===== src/rtl/dram_op_scheduler_if.sv =====
// rtl/dram_op_scheduler_if.sv - host operation request/response bundle for dram_op_scheduler
interface dram_op_scheduler_if #(
  parameter int ADDR_W = 24,
  parameter int DATA_W = 256
);
  logic              op_valid;
  logic              op_ready;
  logic [1:0]        op_type;
  logic [ADDR_W-1:0] op_addr;
  logic [DATA_W-1:0] op_wdata;
  logic [15:0]       op_r1;
  logic [15:0]       op_r2;
  logic [3:0]        op_t1;
  logic [3:0]        op_t2;
  logic              resp_valid;
  logic              resp_ready;
  logic [1:0]        resp_type;
  logic [DATA_W-1:0] resp_data;
  logic              resp_err;

  modport master (
    output op_valid, op_type, op_addr, op_wdata, op_r1, op_r2, op_t1, op_t2, resp_ready,
    input  op_ready, resp_valid, resp_type, resp_data, resp_err
  );

  modport slave (
    input  op_valid, op_type, op_addr, op_wdata, op_r1, op_r2, op_t1, op_t2, resp_ready,
    output op_ready, resp_valid, resp_type, resp_data, resp_err
  );
endinterface


===== src/rtl/dram_op_scheduler.sv =====
// rtl/dram_op_scheduler.sv - one-at-a-time scheduler of native write/read and ComputeDRAM ops
module dram_op_scheduler #(
  parameter int ADDR_W      = 24,
  parameter int DATA_W      = 256,
  parameter int COMPUTE_GAP = 16,
  parameter int TIMEOUT     = 1024
) (
  input  logic                user_clk,
  input  logic                user_rst,
  input  logic                init_done,
  dram_op_scheduler_if.slave  op_if,
  output logic                cmd_valid,
  output logic                cmd_we,
  output logic [ADDR_W-1:0]   cmd_addr,
  input  logic                cmd_ready,
  output logic                wdata_valid,
  output logic [DATA_W/8-1:0] wdata_we,
  output logic [DATA_W-1:0]   wdata_data,
  input  logic                wdata_ready,
  input  logic                rdata_valid,
  input  logic [DATA_W-1:0]   rdata_data,
  output logic                rdata_ready,
  output logic [15:0]         cd_r1,
  output logic [15:0]         cd_r2,
  output logic [3:0]          cd_t1,
  output logic [3:0]          cd_t2,
  output logic                cd_vld,
  input  logic                cd_rdy,
  output logic                busy,
  output logic                err_sticky
);
  localparam int BE_W  = DATA_W / 8;
  localparam int CNT_W = ($clog2(TIMEOUT) > 11) ? $clog2(TIMEOUT) : 11;
  localparam logic [CNT_W-1:0] TMO_LAST = CNT_W'(TIMEOUT - 1);
  localparam logic [CNT_W-1:0] GAP_LAST = CNT_W'(COMPUTE_GAP - 1);

  typedef enum logic [2:0] {
    S_IDLE, S_WR, S_RD_CMD, S_RD_DATA, S_CD_REQ, S_CD_GAP, S_RESP
  } state_e;

  state_e            state_q, state_d;
  logic [CNT_W-1:0]  cnt_q, cnt_d;
  logic              cmd_done_q, cmd_done_d, data_done_q, data_done_d;
  logic              cmd_valid_q, cmd_valid_d, cmd_we_q, cmd_we_d;
  logic [ADDR_W-1:0] cmd_addr_q, cmd_addr_d;
  logic              wdata_valid_q, wdata_valid_d;
  logic [BE_W-1:0]   wdata_we_q, wdata_we_d;
  logic [DATA_W-1:0] wdata_data_q, wdata_data_d;
  logic              rdata_ready_q, rdata_ready_d;
  logic [15:0]       cd_r1_q, cd_r1_d, cd_r2_q, cd_r2_d;
  logic [3:0]        cd_t1_q, cd_t1_d, cd_t2_q, cd_t2_d;
  logic              cd_vld_q, cd_vld_d;
  logic              resp_valid_q, resp_valid_d, resp_err_q, resp_err_d;
  logic [1:0]        resp_type_q, resp_type_d;
  logic [DATA_W-1:0] resp_data_q, resp_data_d;
  logic              err_sticky_q, err_sticky_d;

  logic op_ready, accept, tmo, fail, cmd_hs, data_hs, cdone, ddone;

  assign op_ready = (state_q == S_IDLE) && init_done && !resp_valid_q;
  assign accept   = op_if.op_valid && op_ready;
  assign tmo      = (cnt_q == TMO_LAST);
  assign cmd_hs   = cmd_valid_q && cmd_ready;
  assign data_hs  = wdata_valid_q && wdata_ready;
  assign cdone    = cmd_done_q || cmd_hs;
  assign ddone    = data_done_q || data_hs;

  always_comb begin
    state_d       = state_q;
    cnt_d         = cnt_q;
    cmd_done_d    = cmd_done_q;
    data_done_d   = data_done_q;
    cmd_valid_d   = cmd_valid_q;
    cmd_we_d      = cmd_we_q;
    cmd_addr_d    = cmd_addr_q;
    wdata_valid_d = wdata_valid_q;
    wdata_we_d    = wdata_we_q;
    wdata_data_d  = wdata_data_q;
    rdata_ready_d = rdata_ready_q;
    cd_r1_d       = cd_r1_q;
    cd_r2_d       = cd_r2_q;
    cd_t1_d       = cd_t1_q;
    cd_t2_d       = cd_t2_q;
    cd_vld_d      = cd_vld_q;
    resp_valid_d  = resp_valid_q;
    resp_err_d    = resp_err_q;
    resp_type_d   = resp_type_q;
    resp_data_d   = resp_data_q;
    err_sticky_d  = err_sticky_q;
    fail          = 1'b0;

    case (state_q)
      S_IDLE: begin
        if (accept) begin
          cnt_d       = '0;
          resp_type_d = op_if.op_type;
          resp_data_d = '0;
          resp_err_d  = 1'b0;
          case (op_if.op_type)
            2'd0: begin
              state_d       = S_WR;
              cmd_done_d    = 1'b0;
              data_done_d   = 1'b0;
              cmd_valid_d   = 1'b1;
              cmd_we_d      = 1'b1;
              cmd_addr_d    = op_if.op_addr;
              wdata_valid_d = 1'b1;
              wdata_we_d    = '1;
              wdata_data_d  = op_if.op_wdata;
            end
            2'd1: begin
              state_d     = S_RD_CMD;
              cmd_valid_d = 1'b1;
              cmd_we_d    = 1'b0;
              cmd_addr_d  = op_if.op_addr;
            end
            2'd2: begin
              state_d  = S_CD_REQ;
              cd_vld_d = 1'b1;
              cd_r1_d  = op_if.op_r1;
              cd_r2_d  = op_if.op_r2;
              cd_t1_d  = op_if.op_t1;
              cd_t2_d  = op_if.op_t2;
            end
            default: begin
              state_d      = S_RESP;
              resp_valid_d = 1'b1;
              resp_err_d   = 1'b1;
              err_sticky_d = 1'b1;
            end
          endcase
        end
      end
      S_WR: begin
        // Command and data channels complete independently; each valid drops after its own handshake.
        cmd_done_d  = cdone;
        data_done_d = ddone;
        if (cmd_hs) begin
          cmd_valid_d = 1'b0;
          cmd_we_d    = 1'b0;
        end
        if (data_hs) begin
          wdata_valid_d = 1'b0;
          wdata_we_d    = '0;
        end
        if (cdone && ddone) begin
          state_d      = S_RESP;
          resp_valid_d = 1'b1;
        end else if (tmo) begin
          fail = 1'b1;
        end else begin
          cnt_d = cnt_q + CNT_W'(1);
        end
      end
      S_RD_CMD: begin
        if (cmd_hs) begin
          state_d       = S_RD_DATA;
          cmd_valid_d   = 1'b0;
          rdata_ready_d = 1'b1;
          cnt_d         = '0;
        end else if (tmo) begin
          fail = 1'b1;
        end else begin
          cnt_d = cnt_q + CNT_W'(1);
        end
      end
      S_RD_DATA: begin
        if (rdata_ready_q && rdata_valid) begin
          state_d       = S_RESP;
          rdata_ready_d = 1'b0;
          resp_data_d   = rdata_data;
          resp_valid_d  = 1'b1;
        end else if (tmo) begin
          fail = 1'b1;
        end else begin
          cnt_d = cnt_q + CNT_W'(1);
        end
      end
      S_CD_REQ: begin
        if (cd_vld_q && cd_rdy) begin
          state_d  = S_CD_GAP;
          cd_vld_d = 1'b0;
          cd_r1_d  = '0;
          cd_r2_d  = '0;
          cd_t1_d  = '0;
          cd_t2_d  = '0;
          cnt_d    = '0;
        end else if (tmo) begin
          fail = 1'b1;
        end else begin
          cnt_d = cnt_q + CNT_W'(1);
        end
      end
      S_CD_GAP: begin
        if (cnt_q == GAP_LAST) begin
          state_d      = S_RESP;
          resp_valid_d = 1'b1;
        end else begin
          cnt_d = cnt_q + CNT_W'(1);
        end
      end
      S_RESP: begin
        if (op_if.resp_ready) begin
          state_d      = S_IDLE;
          resp_valid_d = 1'b0;
        end
      end
      default: state_d = S_IDLE;
    endcase

    // A stalled handshake abandons the op and reports an error response with no data.
    if (fail) begin
      state_d       = S_RESP;
      cmd_valid_d   = 1'b0;
      cmd_we_d      = 1'b0;
      wdata_valid_d = 1'b0;
      wdata_we_d    = '0;
      rdata_ready_d = 1'b0;
      cd_vld_d      = 1'b0;
      cd_r1_d       = '0;
      cd_r2_d       = '0;
      cd_t1_d       = '0;
      cd_t2_d       = '0;
      resp_valid_d  = 1'b1;
      resp_err_d    = 1'b1;
      resp_data_d   = '0;
      err_sticky_d  = 1'b1;
    end
  end

  always_ff @(posedge user_clk) begin
    if (user_rst) begin
      state_q       <= S_IDLE;
      cnt_q         <= '0;
      cmd_done_q    <= 1'b0;
      data_done_q   <= 1'b0;
      cmd_valid_q   <= 1'b0;
      cmd_we_q      <= 1'b0;
      cmd_addr_q    <= '0;
      wdata_valid_q <= 1'b0;
      wdata_we_q    <= '0;
      wdata_data_q  <= '0;
      rdata_ready_q <= 1'b0;
      cd_r1_q       <= '0;
      cd_r2_q       <= '0;
      cd_t1_q       <= '0;
      cd_t2_q       <= '0;
      cd_vld_q      <= 1'b0;
      resp_valid_q  <= 1'b0;
      resp_err_q    <= 1'b0;
      resp_type_q   <= '0;
      resp_data_q   <= '0;
      err_sticky_q  <= 1'b0;
    end else begin
      state_q       <= state_d;
      cnt_q         <= cnt_d;
      cmd_done_q    <= cmd_done_d;
      data_done_q   <= data_done_d;
      cmd_valid_q   <= cmd_valid_d;
      cmd_we_q      <= cmd_we_d;
      cmd_addr_q    <= cmd_addr_d;
      wdata_valid_q <= wdata_valid_d;
      wdata_we_q    <= wdata_we_d;
      wdata_data_q  <= wdata_data_d;
      rdata_ready_q <= rdata_ready_d;
      cd_r1_q       <= cd_r1_d;
      cd_r2_q       <= cd_r2_d;
      cd_t1_q       <= cd_t1_d;
      cd_t2_q       <= cd_t2_d;
      cd_vld_q      <= cd_vld_d;
      resp_valid_q  <= resp_valid_d;
      resp_err_q    <= resp_err_d;
      resp_type_q   <= resp_type_d;
      resp_data_q   <= resp_data_d;
      err_sticky_q  <= err_sticky_d;
    end
  end

  assign op_if.op_ready   = op_ready;
  assign op_if.resp_valid = resp_valid_q;
  assign op_if.resp_type  = resp_type_q;
  assign op_if.resp_data  = resp_data_q;
  assign op_if.resp_err   = resp_err_q;
  assign cmd_valid   = cmd_valid_q;
  assign cmd_we      = cmd_we_q;
  assign cmd_addr    = cmd_addr_q;
  assign wdata_valid = wdata_valid_q;
  assign wdata_we    = wdata_we_q;
  assign wdata_data  = wdata_data_q;
  assign rdata_ready = rdata_ready_q;
  assign cd_r1       = cd_r1_q;
  assign cd_r2       = cd_r2_q;
  assign cd_t1       = cd_t1_q;
  assign cd_t2       = cd_t2_q;
  assign cd_vld      = cd_vld_q;
  assign busy        = (state_q != S_IDLE);
  assign err_sticky  = err_sticky_q;
endmodule


===== src/flat_wrapper.sv =====
// flat-port wrapper written by rule: the top's interface ports become plain ports
module dram_op_scheduler_flat 
#(
  parameter int ADDR_W      = 24,
  parameter int DATA_W      = 256,
  parameter int COMPUTE_GAP = 16,
  parameter int TIMEOUT     = 1024
)
  (user_clk, user_rst, init_done, cmd_valid, cmd_we, cmd_addr, cmd_ready, wdata_valid, wdata_we, wdata_data, wdata_ready, rdata_valid, rdata_data, rdata_ready, cd_r1, cd_r2, cd_t1, cd_t2, cd_vld, cd_rdy, busy, err_sticky, op_if_op_valid, op_if_op_type, op_if_op_addr, op_if_op_wdata, op_if_op_r1, op_if_op_r2, op_if_op_t1, op_if_op_t2, op_if_resp_ready, op_if_op_ready, op_if_resp_valid, op_if_resp_type, op_if_resp_data, op_if_resp_err);
  dram_op_scheduler_if #(.ADDR_W(ADDR_W), .DATA_W(DATA_W)) op_if_i ();
  input  logic user_clk;
  input  logic user_rst;
  input  logic init_done;
  output logic cmd_valid;
  output logic cmd_we;
  output logic [ADDR_W-1:0] cmd_addr;
  input  logic cmd_ready;
  output logic wdata_valid;
  output logic [DATA_W/8-1:0] wdata_we;
  output logic [DATA_W-1:0] wdata_data;
  input  logic wdata_ready;
  input  logic rdata_valid;
  input  logic [DATA_W-1:0] rdata_data;
  output logic rdata_ready;
  output logic [15:0] cd_r1;
  output logic [15:0] cd_r2;
  output logic [3:0] cd_t1;
  output logic [3:0] cd_t2;
  output logic cd_vld;
  input  logic cd_rdy;
  output logic busy;
  output logic err_sticky;
  input wire logic [$bits(op_if_i.op_valid)-1:0] op_if_op_valid;
  input wire logic [$bits(op_if_i.op_type)-1:0] op_if_op_type;
  input wire logic [$bits(op_if_i.op_addr)-1:0] op_if_op_addr;
  input wire logic [$bits(op_if_i.op_wdata)-1:0] op_if_op_wdata;
  input wire logic [$bits(op_if_i.op_r1)-1:0] op_if_op_r1;
  input wire logic [$bits(op_if_i.op_r2)-1:0] op_if_op_r2;
  input wire logic [$bits(op_if_i.op_t1)-1:0] op_if_op_t1;
  input wire logic [$bits(op_if_i.op_t2)-1:0] op_if_op_t2;
  input wire logic [$bits(op_if_i.resp_ready)-1:0] op_if_resp_ready;
  output wire logic [$bits(op_if_i.op_ready)-1:0] op_if_op_ready;
  output wire logic [$bits(op_if_i.resp_valid)-1:0] op_if_resp_valid;
  output wire logic [$bits(op_if_i.resp_type)-1:0] op_if_resp_type;
  output wire logic [$bits(op_if_i.resp_data)-1:0] op_if_resp_data;
  output wire logic [$bits(op_if_i.resp_err)-1:0] op_if_resp_err;
  assign op_if_i.op_valid = op_if_op_valid;
  assign op_if_i.op_type = op_if_op_type;
  assign op_if_i.op_addr = op_if_op_addr;
  assign op_if_i.op_wdata = op_if_op_wdata;
  assign op_if_i.op_r1 = op_if_op_r1;
  assign op_if_i.op_r2 = op_if_op_r2;
  assign op_if_i.op_t1 = op_if_op_t1;
  assign op_if_i.op_t2 = op_if_op_t2;
  assign op_if_i.resp_ready = op_if_resp_ready;
  assign op_if_op_ready = op_if_i.op_ready;
  assign op_if_resp_valid = op_if_i.resp_valid;
  assign op_if_resp_type = op_if_i.resp_type;
  assign op_if_resp_data = op_if_i.resp_data;
  assign op_if_resp_err = op_if_i.resp_err;
  dram_op_scheduler #(.ADDR_W(ADDR_W), .DATA_W(DATA_W), .COMPUTE_GAP(COMPUTE_GAP), .TIMEOUT(TIMEOUT)) u_core (.user_clk(user_clk), .user_rst(user_rst), .init_done(init_done), .op_if(op_if_i), .cmd_valid(cmd_valid), .cmd_we(cmd_we), .cmd_addr(cmd_addr), .cmd_ready(cmd_ready), .wdata_valid(wdata_valid), .wdata_we(wdata_we), .wdata_data(wdata_data), .wdata_ready(wdata_ready), .rdata_valid(rdata_valid), .rdata_data(rdata_data), .rdata_ready(rdata_ready), .cd_r1(cd_r1), .cd_r2(cd_r2), .cd_t1(cd_t1), .cd_t2(cd_t2), .cd_vld(cd_vld), .cd_rdy(cd_rdy), .busy(busy), .err_sticky(err_sticky));
endmodule

===== config.mk =====
export PLATFORM = sky130hd
export DESIGN_NAME = dram_op_scheduler_flat
export DESIGN_NICKNAME = d
export VERILOG_FILES = /design/src/rtl/dram_op_scheduler_if.sv /design/src/rtl/dram_op_scheduler.sv /design/src/flat_wrapper.sv
export SDC_FILE = /design/constraint.sdc
export NUM_CORES = 1
export LEC_CHECK = 0
export CAP_MARGIN = 20
export CORE_AREA = 4 4 466 468
export DETAILED_ROUTE_END_ITERATION = 10
export DIE_AREA = 0 0 470 472
export PLACE_DENSITY_LB_ADDON = 0.1
export RECOVER_POWER = 25
export SYNTH_ARGS = -nofsm -noshare
export SYNTH_HDL_FRONTEND = slang
export SYNTH_SLANG_ARGS = --single-unit

===== constraint.sdc =====
create_clock -name user_clk -period 5 [get_ports user_clk]
set_input_delay 0.5 -clock user_clk [delete_from_list [all_inputs] [get_ports user_clk]]
set_output_delay 0.5 -clock user_clk [all_outputs]
set_load 0.05 [all_outputs]

==> run summary <==
The maximum clock frequency is between 0.2 and 0.3 GHz. Cells with a size suffix above 1 make up 4.62% of the layout. Clock-pin slew was measured on the worst setup and hold paths at approximately 50 ps. The count of state elements after synthesis came out at 602. The root buffer cell chosen for the clock tree is sky130_fd_sc_hd__clkbuf_16. For this run, the leading register cell type out of synthesis is sky130_fd_sc_hd__dfxtp_1.

The number of post-CTS setup repair buffers is 0. The critical path arrival is 3450 ps. The chip width came out at approximately 470 um. The number of flops mapped to enable cells by yosys came out at 0. In this run the static leakage power is between 15 and 20 nW. The quantity of hold-fixing buffers added after cts is 0. The flip-flop and latch area came out at 0.0121 mm^2. The top cell types in the final layout, fill and taps aside, are 932 x sky130_fd_sc_hd__clkdlybuf4s50_1, 601 x sky130_fd_sc_hd__dfxtp_1, 583 x sky130_fd_sc_hd__nand2_1. The top cell family by delay on the critical path is buffers and inverters. TritonCTS built the clock tree.

The via count came out at 22800. After routing, the total negative slack on setup checks comes to 0 ps. Of all cell types, the one taking the most synthesized area is sky130_fd_sc_hd__dfxtp_1.

The die covers 0.222 mm^2. STA classifies the critical path startpoint as a register. The portion of the post-synthesis area used by sequential elements came out at between 50% and 60%. The run finished with clean final reports.

The design internal power came out at about 11 mW. The layout net count is ~4400. Synthesis handed over a netlist of between 2000 and 3000 instances. The post-route fraction of the period consumed by the critical path is 79.0%. The fraction of synthesis flops using an asynchronous set or reset pin is 0%. The initial DRC count came out at between 800 and 900.

The die is around 470 um tall. The global routing stage identified its most utilized layer as met2. The initial standard-cell utilization of the core is between 10% and 20%. The global-route congestion overflow total is 0. The ratio of routed vias to standard cells is approximately 3.4. Global routing consumed, on the met1 layer, about an eighth of the routing resources. The number of fill cells is roughly 24000. The synthesized netlist net count is approximately 3300.

The slew at the pin closest to its max-slew limit is about 1500 ps. The analysis attributes to net switching a power of between 5 and 6 mW. The number of distinct library cells after synthesis came out at 54.

Clock tree synthesis found a total of around 600 sinks. The count of input and output buffers came out at ~1200. The power density over the cells came out at between 300 and 400 mW/mm^2. The number of buffers created by CTS is 89. Entering global routing, the biggest net connects ~160 pins. The share of total power consumed by net switching is between 30 and 40%. In the post-synthesis netlist, the biggest area contributors are sky130_fd_sc_hd__dfxtp_1 51%, sky130_fd_sc_hd__mux2i_1 11%, sky130_fd_sc_hd__nand2_1 9.3%, sky130_fd_sc_hd__and2_1 6.9%, sky130_fd_sc_hd__a21oi_1 6.4%.

The post-route DRC violation count came out at 0. The number of buffers on the longest clock path came out at 3. The number of H-tree branching levels came out at 3. The final hold violation count is 0. Setup repair after global routing left no endpoint under its margin. The kind of end point of the critical path is a primary output. The total area inside the core boundary comes to 0.214 mm^2. The number of global-route vias before repair came out at ~23000. The number of warnings printed during yosys synthesis is 0. The combined area of all synthesized cells came out at roughly 0.023 mm^2. The signal on the critical path passes through nor3_1 -> inv_1 -> nor3b_1 -> clkdlybuf4s50_1. The number of nets with antenna violations after routing came out at 0. The shortest period the worst path allows came out at about 4000 ps. The sum of routed wire length over all layers is ~140000 um.

The slowest stage of the critical path belongs to the cell sky130_fd_sc_hd__clkdlybuf4s50_1. The longest individual stage delay on the worst path came out at about 840 ps. The post-cts sizing count is 0. Of all nets on the critical path, the largest fanout is 17. The required time at the worst-slack endpoint is around 4500 ps.

The total iterations of the first detailed-routing run came out at 4. The initial antenna violation count came out at just over 60. The area of the multi-input gates is between 0.01 and 0.015 mm^2. The clock group share of total power is ~39%. The type of the setup path with the least slack is register to primary output. The library cell used most frequently in the layout, excluding fill and tap cells, is sky130_fd_sc_hd__clkdlybuf4s50_1.

For this run, global-route usage on met3 was measured as under 10%. The fraction of met2 tracks used by global routing came out at 22.6%. The normalized max-slew margin is under 10%.

Averaged over all synthesized cells, the footprint is approximately 8.7 um^2. The final setup violation count is 0. The number of buffer and inverter stages on the critical path is 2. The path type of the worst min-delay path is primary input to register. around 1200 I/O pins were placed. Across the VDD grid, the largest voltage drop is around 0.51 mV. The worst-skew pair later-pin latency is 700 ps.

The area fraction of the dominant cell type after synthesis is between 50% and 60%. Routability-driven placement finished with a final weighted congestion of ~0.75. The combinational group share of total power is 29.1%. The count of pins over their slew limit was 0. The total number of placement rows came out at 170.

The count of max-cap constraint violations came out at 0. The synthesis-to-layout area growth is 75.8%. The total power consumption of the routed design came out at about 16 mW.

The worst setup skew after layout is approximately 30 ps. The all-layer global routing usage is around an eighth. The wire length of the first global-routing pass came out at between 150000 and 200000 um. The HPWL after detailed placement came out at around 110000 um. The wire length per cell after detailed routing came out at approximately 22 um.

Of the total power, registers draw 31.7%.
## state kept, by name, indices dropped and copies added (netlist names), 2 cells and up
signal                  flops
u_core.wdata_data         256
u_core.cd_r2               16
u_core.cd_t2                4
u_core.state_q              3
u_core.cmd_addr            24
u_core.cd_r1               16
u_core.cnt_q               11
u_core.op_if.resp_data    256
u_core.op_if.resp_type      2
u_core.cd_t1                4
## power groups by stage
stage / combinational, mW / clock, mW / sequential (mW)
4_1_cts: 4.90 / 6.73 / 5.15
2_1_floorplan: 2.56 / 0 / 5.76
6_report: 4.72 / 6.35 / 5.14
3_3_place_gp: 4.92 / 0 / 5.25
5_1_grt: 5.05 / 6.88 / 5.16
3_5_place_dp: 4.88 / 0 / 5.25
## per-layer routing
metal | up-vias | part of all wire, %
li1 | 11000 | -
met1 | 10600 | 36
met2 | 866 | 51
met3 | 199 | 11
met4 | 64 | 1.9
met5 | - | 0.28
## final cells by class
cell class	instances	share of cell area, %
flip-flops and latches	602	29.3
inverters	6	0.0547
repair buffers	1243	30.4
well taps	2838	8.62
multi-input cells	1850	24.6
diodes	18	0.109
clock buffers	134	6.33
clock inverters	20	0.668
## path summary, 6_finish.rpt
path,endpoint,depth (start not counted),slack (ps),startpoint
max reg2reg,u_core.wdata_data[81]$_SDFFE_PP0P_,7,1210,u_core.state_q[0]$_SDFFE_PP0P_
min reg2reg,u_core.err_sticky$_SDFFE_PP0P_,2,450,u_core.err_sticky$_SDFFE_PP0P_
max,op_if_op_ready,4,1050,u_core.state_q[0]$_SDFFE_PP0P_
min,u_core.wdata_data[54]$_SDFFE_PP0P_,2,240,user_rst
## synthesized netlist by cell type (all sizes together) (2+ instances only)
master   instances
a21oi          299
dfxtp          602
nor2           312
and3             6
clkbuf          89
a32oi            3
a21o             2
o211ai           3
nor3             6
a211oi           2
inv              6
a22oi           40
or3              3
nand4            5
o2bb2ai          6
buf            144
o2111ai          2
o21ai           15
nand2          583
nor2b            2
and2           258
a31oi            7
a221oi           4
or4              2
nor4             2
nand3            7
nor3b            2
a2bb2oi          3
mux2i          258
nand2b           2
## metrics by stage
step / util [%] / cells / area, um^2 / setup WS (ps) / hold WS (ps)
after global routing: 19.3 / 6695 / 41100 / 781 / 202
final: 19.3 / 6711 / 41200 / 1050 / 238
after global placement: 17.9 / 6538 / 38300 / 1490 / 441
after detailed placement: 17.9 / 6538 / 38300 / 1430 / 442
after CTS: 19.3 / 6692 / 41200 / 1480 / 153
after floorplan: - / 2691 / 23400 / 2200 / 436
## logic make-up after synthesis
group           count (synthesis)  synth area share [%]
mux                           259                  11.1
compound gates                394                  9.41
fa+ha+maj                       1                0.0534
buf+inv                       239                  5.54
flops                         602                  51.4
simple gates                 1196                  22.5
## worst reg2reg max path, cell delays in order (launching register included)
cell and delay, ps:
sky130_fd_sc_hd__dfxtp_1 480, sky130_fd_sc_hd__nor3_1 660, sky130_fd_sc_hd__inv_1 480, sky130_fd_sc_hd__or3_1 530, sky130_fd_sc_hd__or3_4 640, sky130_fd_sc_hd__buf_12 410, sky130_fd_sc_hd__nand2_1 350, sky130_fd_sc_hd__a21oi_1 80
(Power assumes the default switching activity.)
